--- src/rtl/rram_ctrl_pkg.sv ---
// Shared types and constants for the ring-RAM readout controller.
// Holds the FSM state encoding, the synchroniser depth and a constant-safe clog2.
package rram_ctrl_pkg;

  typedef enum logic [2:0] {
    IDLE,
    OFF,
    SETTLE,
    SYNC,
    CAPTURE,
    STREAM
  } state_t;

  localparam int SYNC_STAGES = 2;

  function automatic int clog2(input int n);
    int r;
    int v;
    r = 0;
    v = n - 1;
    while (v > 0) begin
      r++;
      v = v >> 1;
    end
    return r;
  endfunction

endpackage

--- src/rtl/rram_sync.sv ---
// Multi-flop synchroniser that brings the asynchronous cell outputs into the clk domain.
// Flops are held together by attributes so placement keeps the chain tight and intact.
module rram_sync
  import rram_ctrl_pkg::*;
#(
  parameter int g_WIDTH = 64
) (
  input  logic               clk,
  input  logic [g_WIDTH-1:0] d,
  output logic [g_WIDTH-1:0] q
);

  (* ASYNC_REG = "TRUE", DONT_TOUCH = "TRUE" *) logic [g_WIDTH-1:0] stage [SYNC_STAGES];

  // NOTE: synchroniser flops carry no reset; a reset path would only add skew to the chain.
  always_ff @(posedge clk) begin
    stage[0] <= d;
    for (int i = 1; i < SYNC_STAGES; i++) begin
      stage[i] <= stage[i-1];
    end
  end

  assign q = stage[SYNC_STAGES-1];

endmodule

--- src/rtl/rram_readout_ctrl.sv ---
// Sequences power-down / enable / settle / capture of the ring-RAM array and
// streams the captured snapshot out as valid/ready words.
module rram_readout_ctrl
  import rram_ctrl_pkg::*;
#(
  parameter int g_RRAM_CELLS = 64,
  parameter int g_OUT_W      = 32,
  parameter int g_CNT_W      = 16
) (
  input  logic                    clk,
  input  logic                    rst,
  input  logic                    start,
  input  logic                    abort,
  input  logic [g_CNT_W-1:0]      off_cycles,
  input  logic [g_CNT_W-1:0]      settle_cycles,
  output logic [g_RRAM_CELLS-1:0] en,
  input  logic [g_RRAM_CELLS-1:0] cell_q,
  output logic [g_OUT_W-1:0]      dout,
  output logic                    dout_valid,
  input  logic                    dout_ready,
  output logic                    dout_last,
  output logic                    busy,
  output logic                    done
);

  localparam int NW    = g_RRAM_CELLS / g_OUT_W;
  localparam int IDX_W = (clog2(NW) < 1) ? 1 : clog2(NW);
  localparam logic [IDX_W-1:0] LAST_IDX = IDX_W'(NW - 1);

  state_t                  state;
  logic                    en_bit;
  logic [g_CNT_W-1:0]      off_cnt;
  logic [g_CNT_W-1:0]      settle_cnt;
  logic [IDX_W-1:0]        idx;
  logic [IDX_W-1:0]        idx_next;
  logic [g_RRAM_CELLS-1:0] cell_sync;
  logic [g_RRAM_CELLS-1:0] shadow;

  rram_sync #(.g_WIDTH(g_RRAM_CELLS)) u_sync (
    .clk (clk),
    .d   (cell_q),
    .q   (cell_sync)
  );

  // A programmed count of zero behaves as one; the counters hold count-1.
  function automatic logic [g_CNT_W-1:0] count_load(input logic [g_CNT_W-1:0] n);
    return (n == '0) ? '0 : n - 1'b1;
  endfunction

  function automatic logic [g_OUT_W-1:0] word_of(input logic [g_RRAM_CELLS-1:0] v,
                                                 input logic [IDX_W-1:0]        i);
    logic [g_RRAM_CELLS-1:0] shifted;
    shifted = v >> (int'(i) * g_OUT_W);
    return shifted[g_OUT_W-1:0];
  endfunction

  assign idx_next = idx + 1'b1;
  assign en       = {g_RRAM_CELLS{en_bit}};
  assign busy     = (state != IDLE);

  // NOTE: all sequential state uses non-blocking assignments so every flop samples pre-edge values.
  always_ff @(posedge clk) begin
    if (rst) begin
      state      <= IDLE;
      en_bit     <= 1'b0;
      off_cnt    <= '0;
      settle_cnt <= '0;
      idx        <= '0;
      dout       <= '0;
      dout_valid <= 1'b0;
      dout_last  <= 1'b0;
      done       <= 1'b0;
    end else begin
      done <= 1'b0;
      if (abort && state != IDLE) begin
        state      <= IDLE;
        en_bit     <= 1'b0;
        dout_valid <= 1'b0;
        dout_last  <= 1'b0;
      end else begin
        unique case (state)
          IDLE: begin
            if (start) begin
              off_cnt    <= count_load(off_cycles);
              settle_cnt <= count_load(settle_cycles);
              state      <= OFF;
            end
          end
          OFF: begin
            if (off_cnt == '0) begin
              en_bit <= 1'b1;
              state  <= SETTLE;
            end else begin
              off_cnt <= off_cnt - 1'b1;
            end
          end
          SETTLE: begin
            if (settle_cnt == '0) begin
              off_cnt <= g_CNT_W'(SYNC_STAGES - 1);
              state   <= SYNC;
            end else begin
              settle_cnt <= settle_cnt - 1'b1;
            end
          end
          SYNC: begin
            // The off counter is idle here, so it times the synchroniser fill.
            if (off_cnt == '0) begin
              state <= CAPTURE;
            end else begin
              off_cnt <= off_cnt - 1'b1;
            end
          end
          CAPTURE: begin
            en_bit     <= 1'b0;
            idx        <= '0;
            dout       <= word_of(cell_sync, '0);
            dout_valid <= 1'b1;
            dout_last  <= (LAST_IDX == '0);
            state      <= STREAM;
          end
          STREAM: begin
            if (dout_ready) begin
              if (dout_last) begin
                dout_valid <= 1'b0;
                dout_last  <= 1'b0;
                done       <= 1'b1;
                state      <= IDLE;
              end else begin
                idx       <= idx_next;
                dout      <= word_of(shadow, idx_next);
                dout_last <= (idx_next == LAST_IDX);
              end
            end
          end
          default: state <= IDLE;
        endcase
      end
    end
  end

  // NOTE: the snapshot is a pure data register, so it is left unreset; only CAPTURE writes it.
  always_ff @(posedge clk) begin
    if (state == CAPTURE) begin
      shadow <= cell_sync;
    end
  end

endmodule

--- config.mk ---
export PLATFORM = sky130hd
export DESIGN_NAME = rram_readout_ctrl
export DESIGN_NICKNAME = d
export VERILOG_FILES = /design/src/rtl/rram_ctrl_pkg.sv /design/src/rtl/rram_sync.sv /design/src/rtl/rram_readout_ctrl.sv
export SDC_FILE = /design/constraint.sdc
export NUM_CORES = 1
export LEC_CHECK = 0
export ABC_AREA = 1
export CAP_MARGIN = 5
export CORE_MARGIN = 2
export CORE_UTILIZATION = 52
export CTS_CLUSTER_DIAMETER = 60
export DETAILED_ROUTE_END_ITERATION = 10
export GPL_TIMING_DRIVEN = 0
export HOLD_SLACK_MARGIN = 0.03
export PLACE_DENSITY = 0.86
export SLEW_MARGIN = 20
export SYNTH_ARGS = -nofsm -noshare
export SYNTH_HDL_FRONTEND = slang
export SYNTH_SLANG_ARGS = --single-unit
--- constraint.sdc ---
create_clock -name clk -period 4.62 [get_ports clk]
set_clock_uncertainty 0.15 [all_clocks]
set_input_delay 0.924 -clock clk [delete_from_list [all_inputs] [get_ports clk]]
set_output_delay 0.924 -clock clk [all_outputs]
set_load 0.005 [all_outputs]
==> reports/metrics.yaml, run 1 <==
detailed_routing:
  drt-initial-drc-count: 462
  post-route-drc-count: 0
  vias: 8746
  first_pass_iters: 5
  totalWireLength_um: 24700
  antenna_left: 0
  via_per_inst: 5.03
  wire_per_inst_um: 14.2
power_and_ir_drop:
  powerDensity_nw_per_um2: 535
  p_leak_nw: 5.89
  power_mw: 7.31
  ir_drop_v: 0.000329
worst_setup_path:
  cp_top_family: "buffers and inverters"
  r2r_cells: 5
  worst-path-buf-inv: 3
  startpoint_type: "register"
  slowest_stage: "dfxtp_2"
  path_cells: "buf_12 > buf_4 > clkdlybuf4s50_1"
  cp.depth: 3
  path_max_fanout: 51
  path_class: "reg2out"
  cp.arrival_ps: 1940
  end_kind: "output pin"
  slowest_delay_ps: 520
  crit_required_ps: 3550
yosys:
  avgSynthCellArea_um2: 8.47
  synth_seq_cells: 264
  syn_area_um2: 10400
  synth_top_area_cell: "dfxtp_1"
  synth_nets: 1332
  ys_top_cells_by_area: "dfxtp_1 (39%), edfxtp_1 (19%), nand2_1 (14%)"
  synth_seq_area_share_pct: 57.1
  syn_inst: 1226
  netlist.area_leader.share_pct: 38.6
  yosysWarningCount: 0
  synthDistinctLibCells: 29
layout:
  fillers: 1485
  nets: 1561
  final_core_util_pct: 70.0
  drive_above_1_share_pct: 9.09
  syn_to_final_growth_pct: 31.7
  n_antenna_cell: 0
  final_cell_area_um2: 13700
place:
  hpwl_um: 17500
  gp_congestion: 0.919
  dpl_cell_area_um2: 12800
  port_buffers: 199
clock_network:
  insertion_delay_ps: 520
  cts_tree: "built"
  clock_path_buffers: 3
  cts_sinks: 264
  clk_pin_slew_worst_paths_ps: 60
  post_cts_buffers: 0
  cts_resized: 0
  cts_root_buf: "clkbuf_16"
  postCtsHoldBufs: 0
  cts_made_buffers: 25
  h-tree-depth: 1
hold_path:
  whs_path_depth: 0
  min_path_type: "reg2reg"
global_route:
  grt_pass1_wl_um: 40200
  grt_util_met1_pct: 27.3
  grt_use_total_pct: 22.9
  grt_overflow_total: 0
  antenna_found_initial: 0
  grt_use_met3_pct: 4.97
  grt_max_degree: 52
  grt_pass1_vias: 8519
  top_usage_layer: "met2"
  grtUsageMet2_pct: 40.8
sta:
  hold_viol_final: 0
  setup_violations: 0
  relSlewSlack_pct: 54.1
  rsz0062_at_grt: "no"
  fin_tns_setup_ps: 0
  fmax_mhz: 332
  hold_ws_ps: 175
  fin_crit_sh_pct: 65.2
  tightest_slew_ps: 687
  slew_violations: 0
  period_needed_ps: 3010
floorplan:
  dieWidth_um: 145
  core-area_um2: 19500
  ios: 201
  die-area_um2: 21100
  initial_core_util_pct: 53.2
  fp.dieH_um: 145
  std_cell_rows: 51
job:
  cap_violations: 0
run_status:
  status: "completed"
==> stage by stage <==
step / worst slack, ps / instances
3_5_place_dp: 1490 / 1693
5_1_grt: 1530 / 1739
3_3_place_gp: -779 / 1690
2_1_floorplan: 605 / 1226
4_1_cts: 1580 / 1739
6_report: 1610 / 1739
==> layer usage <==
layer / wire, µm / vias up
met4: 620 / 0
met2: 12000 / 404
met3: 2080 / 50
met5: 0 / -
li1: - / 4297
met1: 10100 / 3995
==> area by class of cell <==
| cell class | count | area (µm²) | area share [%] |
|---|---|---|---|
| clock buffers | 37 | 742 | 5.43 |
| plain buffers | 100 | 657 | 4.81 |
| multi-input cells | 767 | 3450 | 25.2 |
| clock inverters | 9 | 150 | 1.10 |
| inverters | 95 | 357 | 2.61 |
| repair buffers | 202 | 2060 | 15.1 |
| well taps | 265 | 332 | 2.43 |
| flip-flops and latches | 264 | 5930 | 43.4 |
==> power breakdown <==
| part | internal (mW) | total, mW | switching (mW) | leakage [nW] |
|---|---|---|---|---|
| sequential | 2.75 | 2.95 | 0.195 | 2.25 |
| clock | 1.29 | 2.15 | 0.856 | 0.434 |
| combinational | 0.824 | 2.22 | 1.40 | 3.20 |
==> worst register-to-register path: stages (launching register included) <==
cell	delay, ps
dfxtp_1	370
nor2_1	210
inv_1	110
nor2_4	540
buf_12	280
buf_16	200
==> cell usage in the layout, fill, tap and decap left out, types with 3 or more instances in the layout <==
| master | n |
|---|---|
| clkbuf_8 | 5 |
| nor2_1 | 141 |
| nand4_1 | 13 |
| nor2_2 | 4 |
| buf_2 | 6 |
| clkbuf_1 | 29 |
| buf_4 | 69 |
| ha_1 | 5 |
| bufinv_16 | 3 |
| clkdlybuf4s50_1 | 199 |
| inv_1 | 91 |
| nand2_1 | 374 |
| clkbuf_16 | 26 |
| nand3_1 | 71 |
| inv_2 | 3 |
| nand3b_1 | 4 |
| dfxtp_1 | 199 |
| edfxtp_1 | 64 |
| a21oi_1 | 54 |
| xor2_1 | 8 |
| nor3_1 | 4 |
| o21ai_0 | 39 |
| clkinv_4 | 4 |
| xnor2_1 | 9 |
| a21o_1 | 32 |
==> final timing paths <==
check             slack (ps)                     endpoint                   startpoint
setup / recovery        1610                       en[43]          en_bit$_SDFFE_PP0P_
hold / removal           180  u_sync.stage[0][82]$_DFF_P_  u_sync.stage[0][18]$_DFF_P_
setup reg to reg        2450         shadow[15]$_DFFE_PN_        state[0]$_SDFFE_PP0P_
hold reg to reg          180  u_sync.stage[0][82]$_DFF_P_  u_sync.stage[0][18]$_DFF_P_
==> synth_stat cells <==
cell type    n
nand2_1    374
dfxtp_1    200
nor2_1     142
inv_1       91
nand3_1     71
buf_4       69
edfxtp_1    64
a21oi_1     54
o21ai_0     39
a21o_1      32
clkbuf_1    23
nand4_1     13
xnor2_1      9
xor2_1       8
buf_2        6
ha_1         5
nand3b_1     4
nor2_2       4
nor3_1       4
inv_2        3
buf_6        2
nand3_2      2
a211oi_1     1
clkinv_1     1
nand2_2      1
nand3b_4     1
o21bai_1     1
o22ai_1      1
or2_2        1
==> cell families after synthesis <==
group / synth area share, %
AOI/OAI and AO/OA: 7.00
xor gates and xnor gates: 1.43
adders and majority gates: 0.603
buffers and inverters: 9.76
DFF: 57.1
and+or+nand+nor: 24.1
==> flip-flops by register name, indices dropped and copies added (netlist names) <==
name and flops:
done 1, dout 32, dout_last 1, dout_valid 1, en_bit 1, idx 1, off_cnt 16, settle_cnt 16
shadow 64, state 3, u_sync.stage 128
No activity file was read; power rests on OpenSTA's default activity.
==> inputs of run 2 (changes only) <==
--- a/config.mk
+++ b/config.mk
@@ -8,12 +8,12 @@
 export ABC_AREA = 1
 export CAP_MARGIN = 5
 export CORE_MARGIN = 2
-export CORE_UTILIZATION = 52
+export CORE_UTILIZATION = 47
 export CTS_CLUSTER_DIAMETER = 60
 export DETAILED_ROUTE_END_ITERATION = 10
 export GPL_TIMING_DRIVEN = 0
 export HOLD_SLACK_MARGIN = 0.03
-export PLACE_DENSITY = 0.86
+export PLACE_DENSITY = 0.82
 export SLEW_MARGIN = 20
 export SYNTH_ARGS = -nofsm -noshare
 export SYNTH_HDL_FRONTEND = slang
==> constraint.sdc (replaced) <==
create_clock -name clk -period 2.7 [get_ports clk]
set_clock_uncertainty 0.15 [all_clocks]
set_input_delay 0.54 -clock clk [delete_from_list [all_inputs] [get_ports clk]]
set_output_delay 0.54 -clock clk [all_outputs]
set_load 0.005 [all_outputs]
==> run 2 against run 1 <==
Net effect: routed wire length increased by 0.25%; first-iteration DRC count increased by 6.1%; setup slack got worse by 1500 ps; largest cell class unchanged; design area increased by 0.31%; critical path type unchanged; cell count increased by 1.0%; critical endpoint is now en[40]; critical path depth unchanged; largest power group unchanged; flip-flop and latch count unchanged; combinational power increased by 72%.
==> reports/metrics.yaml, run 2 (same netlist as run 1, synthesis figures left out) <==
run_status:
  status: "completed"
floorplan:
  std_cell_rows: 54
  initial_core_util_pct: 47.7
  fp.dieH_um: 153
  core-area_um2: 21800
  dieWidth_um: 153
  die-area_um2: 23300
  ios: 201
global_route:
  grt_max_degree: 51
  grt_pass1_vias: 8395
  grt_pass1_wl_um: 40600
  grt_use_total_pct: 20.8
  antenna_found_initial: 0
  grt_overflow_total: 0
clock_network:
  clk_pin_slew_worst_paths_ps: 60
  cts_root_buf: "clkbuf_16"
  cts_resized: 1
  clock_path_buffers: 3
  cts_tree: "built"
  cts_sinks: 264
  insertion_delay_ps: 540
  h-tree-depth: 1
  postCtsHoldBufs: 0
  post_cts_buffers: 0
  cts_made_buffers: 26
sta:
  hold_viol_final: 0
  slew_violations: 0
  rsz0062_at_grt: "no"
  relSlewSlack_pct: 61.8
  period_needed_ps: 2580
  fin_tns_setup_ps: 0
  tightest_slew_ps: 573
  hold_ws_ps: 171
  fmax_mhz: 388
  fin_crit_sh_pct: 95.4
  setup_violations: 0
place:
  gp_congestion: 0.908
  place_inst: 1709
  port_buffers: 199
  hpwl_um: 17300
power_and_ir_drop:
  ir_drop_v: 0.000748
  powerDensity_nw_per_um2: 911
  clock_power_share_pct: 29.1
  swShare_pct: 34.0
  seqPwrFrac_pct: 40.3
  power.internal_mw: 8.24
  p_leak_nw: 5.89
  switchingPower_mw: 4.25
  pwr-share-comb_pct: 30.6
  power_mw: 12.5
detailed_routing:
  first_pass_iters: 4
  drt-initial-drc-count: 490
  wire_per_inst_um: 14.1
  vias: 8536
  via_per_inst: 4.86
  totalWireLength_um: 24800
  post-route-drc-count: 0
  antenna_left: 0
layout:
  n_antenna_cell: 0
  final_cell_mix: "nand2_1 (374), dfxtp_1 (199), clkdlybuf4s50_1 (199), nor2_1 (141), inv_1 (91)"
  layout_commonest_cell: "nand2_1"
  final_core_util_pct: 63.0
  nets: 1563
  max_flop_register: "u_sync.stage"
  largest_registers: "u_sync.stage: 128 flops, shadow: 64 flops, dout: 32 flops"
  drive_above_1_share_pct: 9.14
  instances_no_fill: 1757
  syn_to_final_growth_pct: 32.1
  largest_reg_flops: 128
worst_setup_path:
  cp.arrival_ps: 1890
  reg2reg_from: "state[2]$_SDFFE_PP0P_"
  r2r_slack_ps: 490
  path_max_fanout: 50
  r2r_cells: 8
  regToRegEndpoint: "dout[11]$_SDFFE_PP0P_"
  path_class: "reg2out"
  startpoint_type: "register"
  end_kind: "output pin"
  crit_required_ps: 2010
hold_path:
  min_path_type: "reg2reg"
  whs_path_depth: 0
  hold_end: "u_sync.stage[0][113]$_DFF_P_"
  hold_start: "u_sync.stage[0][49]$_DFF_P_"
job:
  cap_violations: 0
run 2: cell count changes in the layout (fill, tap and decap cells not counted):
cell and delta:
clkinvlp_4 +2, dfxtp_2 -1, clkbuf_8 +1, clkinv_1 +3, bufinv_16 -2, inv_6 +1, clkinv_8 -1, clkbuf_16 +1
clkinv_16 +1, buf_16 +1, clkbuf_1 -1, clkinv_2 +1, dfxtp_4 +1, clkinv_4 -4
run 2: per-layer routing:
| layer | vias up | share of wire [%] | global-route usage, % |
|---|---|---|---|
| li1 | 4300 | - | - |
| met1 | 3923 | 43 | 26.1 |
| met2 | 282 | 49 | 37.2 |
| met3 | 31 | 6.2 | 3.58 |
| met4 | 0 | 1.8 | 5.51 |
| met5 | - | 0 | 0 |
run 2: power groups by stage:
stage          clock, mW  combinational (mW)  sequential (mW)
2_1_floorplan          0                2.49             5.03
3_3_place_gp           0                3.58             5.10
3_5_place_dp           0                3.75             5.11
4_1_cts             3.69                3.80             5.03
5_1_grt             3.85                4.30             5.10
6_report            3.63                3.82             5.04
run 2: layout make-up:
class	count	area (µm²)
Inverter	95	357
Sequential cell	264	5930
Clock buffer	38	777
Timing Repair Buffer	203	2090
Tap cell	280	350
Clock inverter	10	109
Buffer	100	657
Multi-Input combinational cell	767	3450
Fill cell	1786	8040
run 2: worst max-delay path, cell delays in order, from the launching register on:
cell and delay (ps):
dfxtp_4 460, buf_12 240, buf_4 140, clkdlybuf4s50_1 500
run 2: worst max path at each step:
| stage | startpoint | end | cells after the start |
|---|---|---|---|
| 2_1_floorplan | en_bit$_SDFFE_PP0P_ | en[0] | 1 |
| 3_3_place_gp | en_bit$_SDFFE_PP0P_ | en[39] | 2 |
| 3_5_place_dp | off_cycles[0] | off_cnt[8]$_SDFFE_PP0P_ | 12 |
| 4_1_cts | en_bit$_SDFFE_PP0P_ | en[39] | 3 |
| 5_1_grt | en_bit$_SDFFE_PP0P_ | en[50] | 3 |
| 6_report | en_bit$_SDFFE_PP0P_ | en[40] | 3 |
run 2: metrics by stage:
step / worst slack [ps] / area (µm²)
CTS: 87.0 / 13700
detailed placement: -111 / 12800
finish: 124 / 13700
floorplan: 420 / 10400
global route: 39.8 / 13700
global placement: -416 / 12700
